**src/rtl/lcd_reg_responder.sv**
```systemverilog
// Bus-side register responder for the LCD command path: decodes CPU writes into
// window/colour registers and queues display commands to the LCD driver.
module lcd_reg_responder #(
    parameter int MAX_X      = 240,
    parameter int MAX_Y      = 320,
    parameter int FIFO_DEPTH = 4
) (
    input  logic                          clk,
    input  logic                          rst,
    input  logic                          wr_strobe,
    input  logic [31:0]                   address,
    input  logic [31:0]                   data,
    input  logic                          cmd_ready,
    output logic                          cmd_valid,
    output logic [2:0]                    cmd_op,
    output logic [15:0]                   cmd_x0,
    output logic [15:0]                   cmd_x1,
    output logic [15:0]                   cmd_y0,
    output logic [15:0]                   cmd_y1,
    output logic [15:0]                   cmd_color,
    output logic                          disp_on,
    output logic                          ovf_err,
    output logic                          win_err,
    output logic                          addr_err,
    output logic [$clog2(FIFO_DEPTH):0]   fifo_level
);

    localparam int PW = $clog2(FIFO_DEPTH);
    localparam int LW = PW + 1;

    localparam logic [31:0]   ADDR_CTRL = 32'd4;
    localparam logic [31:0]   ADDR_XWIN = 32'd8;
    localparam logic [31:0]   ADDR_YWIN = 32'd12;
    localparam logic [31:0]   ADDR_SCLR = 32'd16;
    localparam logic [15:0]   MAX_X16   = 16'(MAX_X);
    localparam logic [15:0]   MAX_Y16   = 16'(MAX_Y);
    localparam logic [15:0]   X_END     = 16'(MAX_X - 1);
    localparam logic [15:0]   Y_END     = 16'(MAX_Y - 1);
    localparam logic [LW-1:0] DEPTH_L   = LW'(FIFO_DEPTH);

    typedef enum logic [2:0] {
        OP_NONE     = 3'd0,
        OP_SWRESET  = 3'd1,
        OP_DISP_ON  = 3'd2,
        OP_DISP_OFF = 3'd3,
        OP_FILL     = 3'd4
    } op_e;

    typedef struct packed {
        op_e         op;
        logic [15:0] x0;
        logic [15:0] x1;
        logic [15:0] y0;
        logic [15:0] y1;
        logic [15:0] color;
    } cmd_t;

    logic [15:0]   x0_q, x0_d, x1_q, x1_d, y0_q, y0_d, y1_q, y1_d;
    logic [15:0]   color_q, color_d;
    logic          disp_on_q, disp_on_d;
    logic          ovf_q, ovf_d, win_q, win_d, addr_q, addr_d;
    cmd_t          mem_q [FIFO_DEPTH];
    logic [PW-1:0] wr_ptr_q, rd_ptr_q;
    logic [LW-1:0] level_q;

    logic          push, push_ok, pop;
    cmd_t          push_cmd;
    cmd_t          head;

    // NOTE: every signal gets a default before the decode so no path leaves it unassigned (no latch).
    always_comb begin
        x0_d      = x0_q;
        x1_d      = x1_q;
        y0_d      = y0_q;
        y1_d      = y1_q;
        color_d   = color_q;
        disp_on_d = disp_on_q;
        ovf_d     = ovf_q;
        win_d     = win_q;
        addr_d    = addr_q;
        push      = 1'b0;
        push_cmd  = '{OP_NONE, 16'd0, 16'd0, 16'd0, 16'd0, 16'd0};

        if (wr_strobe) begin
            case (address)
                ADDR_CTRL: begin
                    // Highest set bit wins; lower bits in the same write are ignored.
                    if (data[8]) begin
                        push     = 1'b1;
                        push_cmd = '{OP_FILL, 16'd0, X_END, 16'd0, Y_END, 16'h0000};
                    end else if (data[7]) begin
                        push      = 1'b1;
                        push_cmd  = '{OP_SWRESET, x0_q, x1_q, y0_q, y1_q, color_q};
                        x0_d      = 16'd0;
                        x1_d      = X_END;
                        y0_d      = 16'd0;
                        y1_d      = Y_END;
                        color_d   = 16'h0000;
                        disp_on_d = 1'b0;
                    end else if (data[6]) begin
                        push      = 1'b1;
                        push_cmd  = '{OP_DISP_ON, x0_q, x1_q, y0_q, y1_q, color_q};
                        disp_on_d = 1'b1;
                    end else if (data[5]) begin
                        push      = 1'b1;
                        push_cmd  = '{OP_DISP_OFF, x0_q, x1_q, y0_q, y1_q, color_q};
                        disp_on_d = 1'b0;
                    end else if (|data[4:0]) begin
                        if (data[4])      color_d = 16'hF800;
                        else if (data[3]) color_d = 16'h07E0;
                        else if (data[2]) color_d = 16'h001F;
                        else if (data[1]) color_d = 16'hFFFF;
                        else              color_d = 16'h0000;
                        push     = 1'b1;
                        push_cmd = '{OP_FILL, x0_q, x1_q, y0_q, y1_q, color_d};
                    end
                end
                ADDR_XWIN: begin
                    if (data[31:16] <= data[15:0] && data[15:0] < MAX_X16) begin
                        x0_d = data[31:16];
                        x1_d = data[15:0];
                    end else begin
                        win_d = 1'b1;
                    end
                end
                ADDR_YWIN: begin
                    if (data[31:16] <= data[15:0] && data[15:0] < MAX_Y16) begin
                        y0_d = data[31:16];
                        y1_d = data[15:0];
                    end else begin
                        win_d = 1'b1;
                    end
                end
                ADDR_SCLR: begin
                    ovf_d  = 1'b0;
                    win_d  = 1'b0;
                    addr_d = 1'b0;
                end
                default: addr_d = 1'b1;
            endcase
        end

        // A full FIFO still accepts a push when the head leaves in the same cycle.
        pop     = (level_q != '0) && cmd_ready;
        push_ok = push && ((level_q != DEPTH_L) || pop);
        if (push && !push_ok) ovf_d = 1'b1;
    end

    // NOTE: sequential state uses non-blocking assignments so all registers sample the same pre-edge values.
    always_ff @(posedge clk or posedge rst) begin
        if (rst) begin
            x0_q      <= 16'd0;
            x1_q      <= X_END;
            y0_q      <= 16'd0;
            y1_q      <= Y_END;
            color_q   <= 16'h0000;
            disp_on_q <= 1'b0;
            ovf_q     <= 1'b0;
            win_q     <= 1'b0;
            addr_q    <= 1'b0;
        end else begin
            x0_q      <= x0_d;
            x1_q      <= x1_d;
            y0_q      <= y0_d;
            y1_q      <= y1_d;
            color_q   <= color_d;
            disp_on_q <= disp_on_d;
            ovf_q     <= ovf_d;
            win_q     <= win_d;
            addr_q    <= addr_d;
        end
    end

    // NOTE: the FIFO storage is reset because the head entry drives cmd_* directly and must read zero after reset.
    always_ff @(posedge clk or posedge rst) begin
        if (rst) begin
            for (int i = 0; i < FIFO_DEPTH; i++) begin
                mem_q[i] <= '{OP_NONE, 16'd0, 16'd0, 16'd0, 16'd0, 16'd0};
            end
            wr_ptr_q <= '0;
            rd_ptr_q <= '0;
            level_q  <= '0;
        end else begin
            if (push_ok) begin
                mem_q[wr_ptr_q] <= push_cmd;
                wr_ptr_q        <= wr_ptr_q + PW'(1);
            end
            if (pop) rd_ptr_q <= rd_ptr_q + PW'(1);
            case ({push_ok, pop})
                2'b10:   level_q <= level_q + LW'(1);
                2'b01:   level_q <= level_q - LW'(1);
                default: level_q <= level_q;
            endcase
        end
    end

    assign head       = mem_q[rd_ptr_q];
    assign cmd_valid  = (level_q != '0);
    assign cmd_op     = head.op;
    assign cmd_x0     = head.x0;
    assign cmd_x1     = head.x1;
    assign cmd_y0     = head.y0;
    assign cmd_y1     = head.y1;
    assign cmd_color  = head.color;
    assign disp_on    = disp_on_q;
    assign ovf_err    = ovf_q;
    assign win_err    = win_q;
    assign addr_err   = addr_q;
    assign fifo_level = level_q;

endmodule
```
**config.mk**
```make
export PLATFORM = sky130hd
export DESIGN_NAME = lcd_reg_responder
export DESIGN_NICKNAME = d
export VERILOG_FILES = /design/src/rtl/lcd_reg_responder.sv
export SDC_FILE = /design/constraint.sdc
export NUM_CORES = 1
export LEC_CHECK = 0
export ABC_AREA = 1
export CELL_PAD_IN_SITES_DETAIL_PLACEMENT = 0
export CELL_PAD_IN_SITES_GLOBAL_PLACEMENT = 1
export CORE_ASPECT_RATIO = 0.75
export CORE_MARGIN = 5
export CORE_UTILIZATION = 46
export DETAILED_ROUTE_END_ITERATION = 8
export PLACE_DENSITY = 0.86
export SETUP_SLACK_MARGIN = 0.3
export SYNTH_ARGS = -nofsm -noshare
export SYNTH_HDL_FRONTEND = slang
export SYNTH_SLANG_ARGS = --single-unit
```
**constraint.sdc**
```tcl
create_clock -name clk -period 29.7 [get_ports clk]
set_clock_uncertainty 0.2 [all_clocks]
set_input_delay 5.94 -clock clk [delete_from_list [all_inputs] [get_ports clk]]
set_output_delay 5.94 -clock clk [all_outputs]
set_load 0.01 [all_outputs]
```
# [After elaboration in Yosys (flattened, before gate mapping)]
# Cells that the tools add are included.
[word_totals] regBits=423 inputBits=68 output_inout_bits=91
[classes] muxes=53 bitwise=4 n_addsub=4 reduce_logical=26 magnitude_cmp=6 eq_ne=15
[op_table] op="$mux W83" n=10
[op_table] op="$bwmux W332" n=1
[op_table] op="$mux W16" n=18
[op_table] op="$bmux W83 S2" n=1
[op_table] op="$demux W83 S2" n=1
[op_table] op="$pmux W16 S2" n=4
[op_table] op="$eq A32 B4 Y1 const B" n=2
[op_table] op="$eq A32 B3 Y1 const B" n=1
[op_table] op="$eq A32 B5 Y1 const B" n=1
[op_table] op="$le A16 B16 Y1" n=1
[op_table] op="$lt A16 B8 Y1 const B" n=1
[op_table] op="$lt A16 B9 Y1 const B" n=1
[op_table] op="$mux W1" n=15
[op_table] op="$ne A2 B2 Y1 const B" n=6
[op_table] op="$reduce_bool A2 Y1" n=6
[op_table] op="$reduce_and A5 Y1" n=2
[op_table] op="$reduce_bool A3 Y1" n=3
[op_table] op="$reduce_and A4 Y1" n=2
[op_table] op="$ge A3 B3 Y1 const B" n=2
[op_table] op="$logic_and A1 B1 Y1" n=6
[op_table] op="$not A2 Y3" n=2
[op_table] op="$pmux W3 S2" n=1
[op_table] op="$reduce_and A6 Y1" n=1
[op_table] op="$reduce_or A5 Y1" n=1
[op_table] op="other kinds (15)" n=19

# [Depth between registers and ports, before layout]
# Gate-level depths: netlist (run 1).
[logic_depth] depth_word=13 depth_mapped=18

# [Worst setup path before layout (run 1)]
# OpenSTA, ideal clock, no wires.
[synth_timing] path_kind="input to register" startpoint="in data[8]" endpoint="reg x0_q[0]" t_arrival_ns=7.742 path_stages=15 path_slack_ns=21.628 required_time_ns=29.370 path_buffers=4 path_cell_list="inv_1 -> clkbuf_1 -> clkbuf_1 -> ha_1 -> nand2_1 -> nor3_1 -> nand4_1 -> nand2_1 -> nand2_1 -> nand2_1 -> nand2_1 -> buf_2 -> buf_6 -> nand2_1 -> o21ai_0"
[synth_via] elab_chain_cells=4 elab_cells_between_ends=6 cone_classes="2 x order compare; 2 x eq/ne; 2 x reduce/logical"
[synth_lines] element="from (decl)" line="12" source="input logic [31:0] data,"
[synth_lines] element="$le A16 B16 Y1 / $lt A16 B8 Y1 (equally long branches)" line="119" source="if (data[31:16] <= data[15:0] && data[15:0] < MAX_X16) begin"
[synth_lines] element="$logic_and A1 B1 Y1" line="119"
[synth_lines] element="$ne A2 B2 Y1 (no source line)"
[synth_lines] element="$reduce_and A5 Y1 (no source line) (*)"
[synth_lines] element="to (signal assigned)" line="152" source="x0_q <= 16'd0;"
[synth_lines] element="to (signal assigned)" line="162" source="x0_q <= x0_d;"
[synth_lines] element="to (decl)" line="58" source="logic [15:0] x0_q, x0_d, x1_q, x1_d, y0_q, y0_d, y1_q, y1_d;"
# Mark *: on every way between the ends. The rest lies on a longest branch, timed or not.
# A chain may end at the register's enable or synchronous reset.

# [Final worst setup path (run 1)]
[layout_timing] startpoint="reg rd_ptr_q[1]" endpoint="out cmd_color[13]"
[layout_via] elab_chain_cells=4
[layout_lines] element="from (decl)" line="63" source="logic [PW-1:0] wr_ptr_q, rd_ptr_q;"
[layout_lines] element="from (signal assigned)" line="188" source="if (pop) rd_ptr_q <= rd_ptr_q + PW'(1);"
[layout_lines] element="$not A2 Y3 (not written as such)" line="197" source="assign head = mem_q[rd_ptr_q];"
[layout_lines] element="$bmux W83 S2" line="197"
[layout_lines] element="$mux W83 (not written as such) (2 in a row)" line="197"
[layout_lines] element="to (decl)" line="20" source="output logic [15:0] cmd_color,"
# Every way passes these cells. The select of a mux whose other input is x is not followed.

==> impl_metrics.toml, run 1 <==
[worst_setup_path]
crit_path_start_kind = "flop"
crit_chain = "clkinv_1 -> buf_4 -> o21ai_0 -> o22ai_1 -> clkdlybuf4s50_1"
crit_type = "reg -> out"
crit_family = "buffers and inverters"
worst-endpoint-required_ns = 23.56
timing.critical_path.to_type = "output pin"
arrival_ns = 3.96
worst-path-max-fanout = 56
max_stage_delay_ns = 0.73
critical_path.n_buffers_inverters = 3
critical-path-slowest-cell = "sky130_fd_sc_hd__dfrtp_4"

[grt]
grt_antenna_before_repair = 0
globalRoute.totalOverflow = 0
grt_max_degree = 181
grt_pass1_wl_um = 84310
grt_pass1_vias = 14830
track_usage = 0.2480

[run]
timing.max_cap.violations = 0

[logic_synthesis]
synthCells = 2262
yosys_warnings = 0
mappedNetlistNets = 2351
syn_area_per_cell_um2 = 7.776
synth-seq-area-share = 0.5103
synthDistinctLibCells = 37
synth_area_mm2 = 0.01759
postSynthRegisterBits = 358

[die]
floorplan.initialDensity = 0.4627
die_h_um = 179.3
floorplan.rows = 62
fp.dieArea_mm2 = 0.04229
design.portCount = 159
placeableCoreArea_mm2 = 0.03801
chipWidth_um = 235.8

[pwr]
vdd.ir_drop.worst_v = 0.00003600
power.share.combinational = 0.039
sw_frac_of_total = 0.2291
p_sw_mw = 0.2294
power_frac_seq = 0.487
pwr-share-clk = 0.474
p_per_area_mw_per_mm2 = 49.07
design_power_total_mw = 1.001
power.leakage_nw = 10.34
internal_power_mw = 0.7718

[detailed_routing]
ant_nets = 0
drtIter0Drc = 1527
drt-wirelength-per-cell_um = 18.51
drc = 0
wirelength_um = 52810
length_of_the_first_detailed_routing_pass_in_iterations = 6
routed-via-count = 15291
post_drt_via_cell_ratio = 5.360

[finish]
finalNetCount = 2404
instances_no_fill = 2853
syn2layout_area_growth_pct = 16.01
antenna-diode-count = 0
post_route_cells_drive_above_1_share = 0.07262

[cts]
cts_max_path_buffers = 3
ctsRootBufferMaster = "sky130_fd_sc_hd__clkbuf_16"
post_cts_resized = 0
clock_latency_on_the_worst_skew_pair_ns = 0.55
post-cts-setup-buffer-count = 0
tritoncts = "built"
htree_levels = 2
clkSinkCount = 358
clk_pin_slew_worst_paths_ns = 0.06
tritoncts.num_buffers = 38
post_cts_hold_buffer_count = 0

[sta]
finalCriticalPeriod_ns = 10.10
hold-worst-slack_ns = 0.2638
max_slew.worst_pin.slew_ns = 1.045
finalCritPeriodShare = 0.3400
final_max_slew_viol_count = 0
final-setup-viol-count = 0
fmax_mhz = 99.03
timing.max_slew.rel_slack = 0.3032
final.setup.tns_ns = 0
rsz0062_at_grt = "false"
timing_hold_violations_final = 0

[placed_design]
place.detailed.hpwl_um = 31270
place.gp.congestion = 0.8806
dpl.cell_count = 2787
port_buffers = 158

[worst_hold_path]
hp-class = "reg -> reg"

[run_status]
outcome = "finished, final reports clean"
-- logic make-up after synthesis --
logic type / after synthesis / synth area share
compound gates: 293 / 0.08970
xor+xnor: 3 / 0.001494
fa+ha+maj: 21 / 0.01536
buf+inv: 228 / 0.06167
flops: 358 / 0.5103
simple gates: 1359 / 0.3215
-- cells in the mapped netlist --
master / number / area (um2)
sky130_fd_sc_hd__a21oi_1: 10 / 50.05
sky130_fd_sc_hd__buf_1: 8 / 30.03
sky130_fd_sc_hd__buf_2: 33 / 165.2
sky130_fd_sc_hd__buf_4: 30 / 225.2
sky130_fd_sc_hd__buf_6: 10 / 112.6
sky130_fd_sc_hd__clkbuf_1: 83 / 311.6
sky130_fd_sc_hd__clkinv_1: 4 / 15.01
sky130_fd_sc_hd__dfrtp_1: 344 / 8608
sky130_fd_sc_hd__dfstp_2: 14 / 367.9
sky130_fd_sc_hd__fa_1: 1 / 20.02
sky130_fd_sc_hd__ha_1: 20 / 250.2
sky130_fd_sc_hd__inv_1: 58 / 217.7
sky130_fd_sc_hd__inv_2: 2 / 7.510
sky130_fd_sc_hd__nand2_1: 924 / 3468
sky130_fd_sc_hd__nand2_2: 4 / 25.02
sky130_fd_sc_hd__nand2_8: 1 / 20.02
sky130_fd_sc_hd__nand3_1: 127 / 635.6
sky130_fd_sc_hd__nand3_2: 3 / 30.03
sky130_fd_sc_hd__nand3b_1: 2 / 15.01
sky130_fd_sc_hd__nand4_1: 5 / 31.28
sky130_fd_sc_hd__nand4_2: 1 / 12.51
sky130_fd_sc_hd__nor2_1: 214 / 803.3
sky130_fd_sc_hd__nor2_2: 1 / 6.260
sky130_fd_sc_hd__nor2_4: 3 / 33.78
sky130_fd_sc_hd__nor3_1: 20 / 100.1
sky130_fd_sc_hd__nor3_2: 36 / 360.4
sky130_fd_sc_hd__nor4_1: 3 / 18.77
sky130_fd_sc_hd__o211ai_1: 2 / 15.01
sky130_fd_sc_hd__o21a_1: 1 / 7.510
sky130_fd_sc_hd__o21ai_0: 197 / 986.0
sky130_fd_sc_hd__o21ai_1: 7 / 35.03
sky130_fd_sc_hd__o21ai_2: 1 / 8.760
sky130_fd_sc_hd__o21bai_1: 2 / 15.01
sky130_fd_sc_hd__o22ai_1: 70 / 437.9
sky130_fd_sc_hd__o31ai_1: 3 / 22.52
sky130_fd_sc_hd__or2_2: 15 / 93.84
sky130_fd_sc_hd__xor2_1: 3 / 26.28
-- routing by layer --
layer	wire length, um	GRT usage	vias up
met5	0	0	-
met2	22540	0.3730	560
met4	938	0.05827	0
met3	4200	0.05110	70
li1	-	-	7343
met1	25130	0.3727	7318
-- final timing paths --
path,start,endpoint,slack [ns],cells after the start
hold reg to reg,mem_q[238],mem_q[238],0.26,2
hold / removal,mem_q[238],mem_q[238],0.26,2
setup reg to reg,fifo_level[1],mem_q[266],26.59,10
min in group asynchronous,rst,mem_q[22],5.72,2
max in group asynchronous,rst,x1_q[11],21.21,4
setup / recovery,rd_ptr_q[1],cmd_color[13],19.60,5
-- state kept, by name, summed over array words and instances, names as in the netlist, 2 cells and up --
signal,cells
x0_q,16
y0_q,16
mem_q,280
y1_q,16
wr_ptr_q,2
x1_q,16
rd_ptr_q,2
color_q,3
fifo_level,3
-- cell type report --
class                   instances  area [um2]
clock buffers                  50        1066
clock inverters                16       153.9
fillers                      3566       17610
inverters                      64       250.2
multi-input cells            1676        7574
flip-flops and latches        358        8984
well taps                     512       640.6
repair buffers                177        1737
-- worst register-to-register path, delay by kind of cell, from the launching register on --
family	cells	cell delay, ns
buf+inv	2	0.63
flops	1	0.42
simple gates	7	1.62
compound gates	1	0.08
-- stage by stage --
| step | setup slack (ns) | util | cell area, um2 |
|---|---|---|---|
| 2_1_floorplan | 13.65 | - | 17590 |
| 6_report | 19.60 | 0.5368 | 20400 |
| 3_3_place_gp | 20.23 | 0.5047 | 19180 |
| 4_1_cts | 19.57 | 0.5368 | 20400 |
| 3_5_place_dp | 20.17 | 0.5047 | 19180 |
| 5_1_grt | 19.43 | 0.5368 | 20400 |
-- power groups by stage --
stage | sequential [mW] | clock [mW] | combinational [mW]
CTS | 0.488 | 0.480 | 0.0392
global placement | 0.497 | 0 | 0.0387
floorplan | 0.497 | 0 | 0.0194
detailed placement | 0.497 | 0 | 0.0391
global route | 0.488 | 0.502 | 0.0435
finish | 0.488 | 0.474 | 0.0390
-- cell usage in the layout, fill, tap and decap left out, drive strengths merged --
cell,netlist,layout
bufinv,0,2
clkdlybuf4s50,0,158
o22ai,70,70
o21ai,205,205
fa,1,1
ha,20,20
nor3,56,56
dfstp,14,14
nand4,6,6
nand3,130,130
o21a,1,1
or2,15,15
nor2,218,218
o31ai,3,3
nand2,929,929
buf,81,19
nor4,3,3
inv,60,60
a21oi,10,10
clkinvlp,0,2
o211ai,2,2
dfrtp,344,344
xor2,3,3
o21bai,2,2
clkbuf,83,50
nand3b,2,2
clkinv,4,16
Note: power is estimated with default switching activity, not from simulation.
==> run 2, diff against run 1 <==
--- a/config.mk
+++ b/config.mk
@@ -10,9 +10,9 @@
 export CELL_PAD_IN_SITES_GLOBAL_PLACEMENT = 1
 export CORE_ASPECT_RATIO = 0.75
 export CORE_MARGIN = 5
-export CORE_UTILIZATION = 46
+export CORE_UTILIZATION = 39
 export DETAILED_ROUTE_END_ITERATION = 8
-export PLACE_DENSITY = 0.86
+export PLACE_DENSITY = 0.78
 export SETUP_SLACK_MARGIN = 0.3
 export SYNTH_ARGS = -nofsm -noshare
 export SYNTH_HDL_FRONTEND = slang
==> constraint.sdc (replaced) <==
create_clock -name clk -period 8.4 [get_ports clk]
set_clock_uncertainty 0.2 [all_clocks]
set_input_delay 1.68 -clock clk [delete_from_list [all_inputs] [get_ports clk]]
set_output_delay 1.68 -clock clk [all_outputs]
set_load 0.01 [all_outputs]
==> run 2 against run 1 <==
Net effect: power grew to 3.7 times the previous value; worst setup slack worse by 17 ns; highest routed layer unchanged; hold slack barely moved; flip-flop and latch count is the same; register-to-register slack worse by 22 ns; non-clock buffer count increased by 4; clock power grew to 3.8 times the previous value; first-iteration DRC count is 3.5% lower; wire length is 5.5% higher; combinational power rose to 3.6 times the previous value; count of clock-buffer cells in the layout increased by 8.
==> impl_metrics.toml, run 2 (same netlist as run 1, synthesis figures left out) <==
[run_status]
outcome = "finished, final reports clean"

[cts]
post-cts-setup-buffer-count = 0
htree_levels = 2
post_cts_resized = 0
clock_latency_on_the_worst_skew_pair_ns = 0.54
cts_max_path_buffers = 3
ctsRootBufferMaster = "sky130_fd_sc_hd__clkbuf_16"
tritoncts = "built"
clkSinkCount = 358
post_cts_hold_buffer_count = 0
clk_pin_slew_worst_paths_ns = 0.06
tritoncts.num_buffers = 39

[worst_setup_path]
crit-reg2reg-launch = "fifo_level[1]"
most_used_cell_cp = "sky130_fd_sc_hd__buf_4"
worst-r2r-setup-slack_ns = 4.93
timing.critical_path.to_type = "output pin"
worst-path-max-fanout = 83
worst-endpoint-required_ns = 6.52
crit_family = "buffers and inverters"
critical-path-slowest-cell = "sky130_fd_sc_hd__buf_4"
crit_path_start_kind = "flop"
max_stage_delay_ns = 0.88
crit_type = "reg -> out"
critical_path.n_buffers_inverters = 4
worst-r2r-cell-count = 10
arrival_ns = 4.10
crit_chain = "clkinv_2 -> buf_4 -> buf_4 -> o21ai_0 -> o22ai_1 -> clkdlybuf4s50_1"
worstReg2RegEnd = "mem_q[107]"

[finish]
postLayoutCellArea_mm2 = 0.02064
post_route_cells_drive_above_1_share = 0.07450
antenna-diode-count = 0
syn2layout_area_growth_pct = 17.35
commonest_cells_after_routing_fill_and_taps_aside = "924 x sky130_fd_sc_hd__nand2_1, 342 x sky130_fd_sc_hd__dfrtp_1, 210 x sky130_fd_sc_hd__nor2_1, 197 x sky130_fd_sc_hd__o21ai_0, 158 x sky130_fd_sc_hd__clkdlybuf4s50_1"
mostFrequentLayoutCell = "sky130_fd_sc_hd__nand2_1"
finalNetCount = 2409
nFillCells = 4434
largest_register_ff_count = 280
largest_register = "mem_q"

[pwr]
power.leakage_nw = 10.37
p_sw_mw = 0.8091
vdd.ir_drop.worst_v = 0.0001172
sw_frac_of_total = 0.2202
p_per_area_mw_per_mm2 = 178.0
internal_power_mw = 2.866
power.share.combinational = 0.039
design_power_total_mw = 3.675
pwr-share-clk = 0.492
power_frac_seq = 0.469

[grt]
grt_max_degree = 147
globalRoute.totalOverflow = 0
grt_pass1_vias = 15032
grt_antenna_before_repair = 0
track_usage = 0.2240
grt_pass1_wl_um = 88330

[run]
timing.max_cap.violations = 0

[detailed_routing]
post_drt_via_cell_ratio = 5.255
drc = 0
length_of_the_first_detailed_routing_pass_in_iterations = 6
drtIter0Drc = 1474
routed-via-count = 15423
drt-wirelength-per-cell_um = 18.99
wirelength_um = 55740
ant_nets = 0

[worst_hold_path]
whs_path_depth = 2
worstHoldEndpoint = "mem_q[242]"
hold_path_startpoint = "mem_q[242]"
hp-class = "reg -> reg"

[die]
placeableCoreArea_mm2 = 0.04460
chipWidth_um = 255.2
die_h_um = 193.9
floorplan.initialDensity = 0.3944
fp.dieArea_mm2 = 0.04949
design.portCount = 159
floorplan.rows = 67

[placed_design]
place.detailed.hpwl_um = 33170
port_buffers = 158
place_area_mm2 = 0.01930
place.gp.congestion = 0.8294

[sta]
rsz0062_at_grt = "false"
finalCriticalPeriod_ns = 5.984
final-setup-viol-count = 0
timing.max_slew.rel_slack = 0.2775
finalCritPeriodShare = 0.7124
fmax_mhz = 167.1
max_slew.worst_pin.slew_ns = 1.080
final_max_slew_viol_count = 0
timing_hold_violations_final = 0
final.setup.tns_ns = 0
==> run 2: stage by stage <==
stage          setup slack (ns)    util  std cells  hold WS [ns]
4_1_cts                   2.472  0.4628       2935        0.2677
5_1_grt                   2.288  0.4628       2935        0.2745
3_3_place_gp              2.576  0.4327       2865        0.2481
2_1_floorplan             1.733       -       2262        0.2366
3_5_place_dp              2.414  0.4327       2865        0.2532
6_report                  2.416  0.4628       2935        0.2642
==> run 2: power groups by stage <==
stage	Sequential, mW	Clock, mW	Combinational (mW)
global placement	1.76	0	0.141
global route	1.72	1.91	0.159
finish	1.73	1.81	0.142
floorplan	1.76	0	0.0687
CTS	1.73	1.84	0.143
detailed placement	1.76	0	0.143
==> run 2: layer usage <==
layer	GRT usage	vias to the layer above	routed length [um]	share of wire
met5	0	-	0	0
met4	0.04291	0	866	0.016
met3	0.04399	63	4696	0.084
met2	0.3285	565	23640	0.42
met1	0.3467	7440	26540	0.48
li1	-	7355	-	-
==> run 2: worst register-to-register path, cell delays in order (launching register included) <==
cell and delay (ns):
sky130_fd_sc_hd__dfrtp_1 0.42, sky130_fd_sc_hd__nor2_1 0.09, sky130_fd_sc_hd__nand2_1 0.09, sky130_fd_sc_hd__nand2_1 0.11, sky130_fd_sc_hd__nand3_1 0.21, sky130_fd_sc_hd__inv_1 0.11
sky130_fd_sc_hd__nor2_4 0.52, sky130_fd_sc_hd__nand2_2 0.82, sky130_fd_sc_hd__buf_4 0.57, sky130_fd_sc_hd__nand2_1 0.15, sky130_fd_sc_hd__nand2_1 0.07
==> run 2: worst max-delay path by stage <==
stage | startpoint | end | cells past startpoint
after CTS | rd_ptr_q[0] | cmd_x1[1] | 6
after global placement | data[8] | mem_q[93] | 9
after global routing | rd_ptr_q[0] | cmd_x1[1] | 6
after floorplan | rst | addr_err | 1
after detailed placement | data[8] | mem_q[107] | 9
final | rd_ptr_q[0] | cmd_x1[1] | 6
==> run 2: cell type report <==
cell class | count | area (um2) | share of cell area
repair buffers | 181 | 1779 | 0.08620
inverters | 64 | 246.5 | 0.01194
clock inverters | 12 | 162.7 | 0.007880
multi-input cells | 1676 | 7559 | 0.3662
flip-flops and latches | 358 | 8981 | 0.4351
well taps | 586 | 733.2 | 0.03552
clock buffers | 58 | 1180 | 0.05716
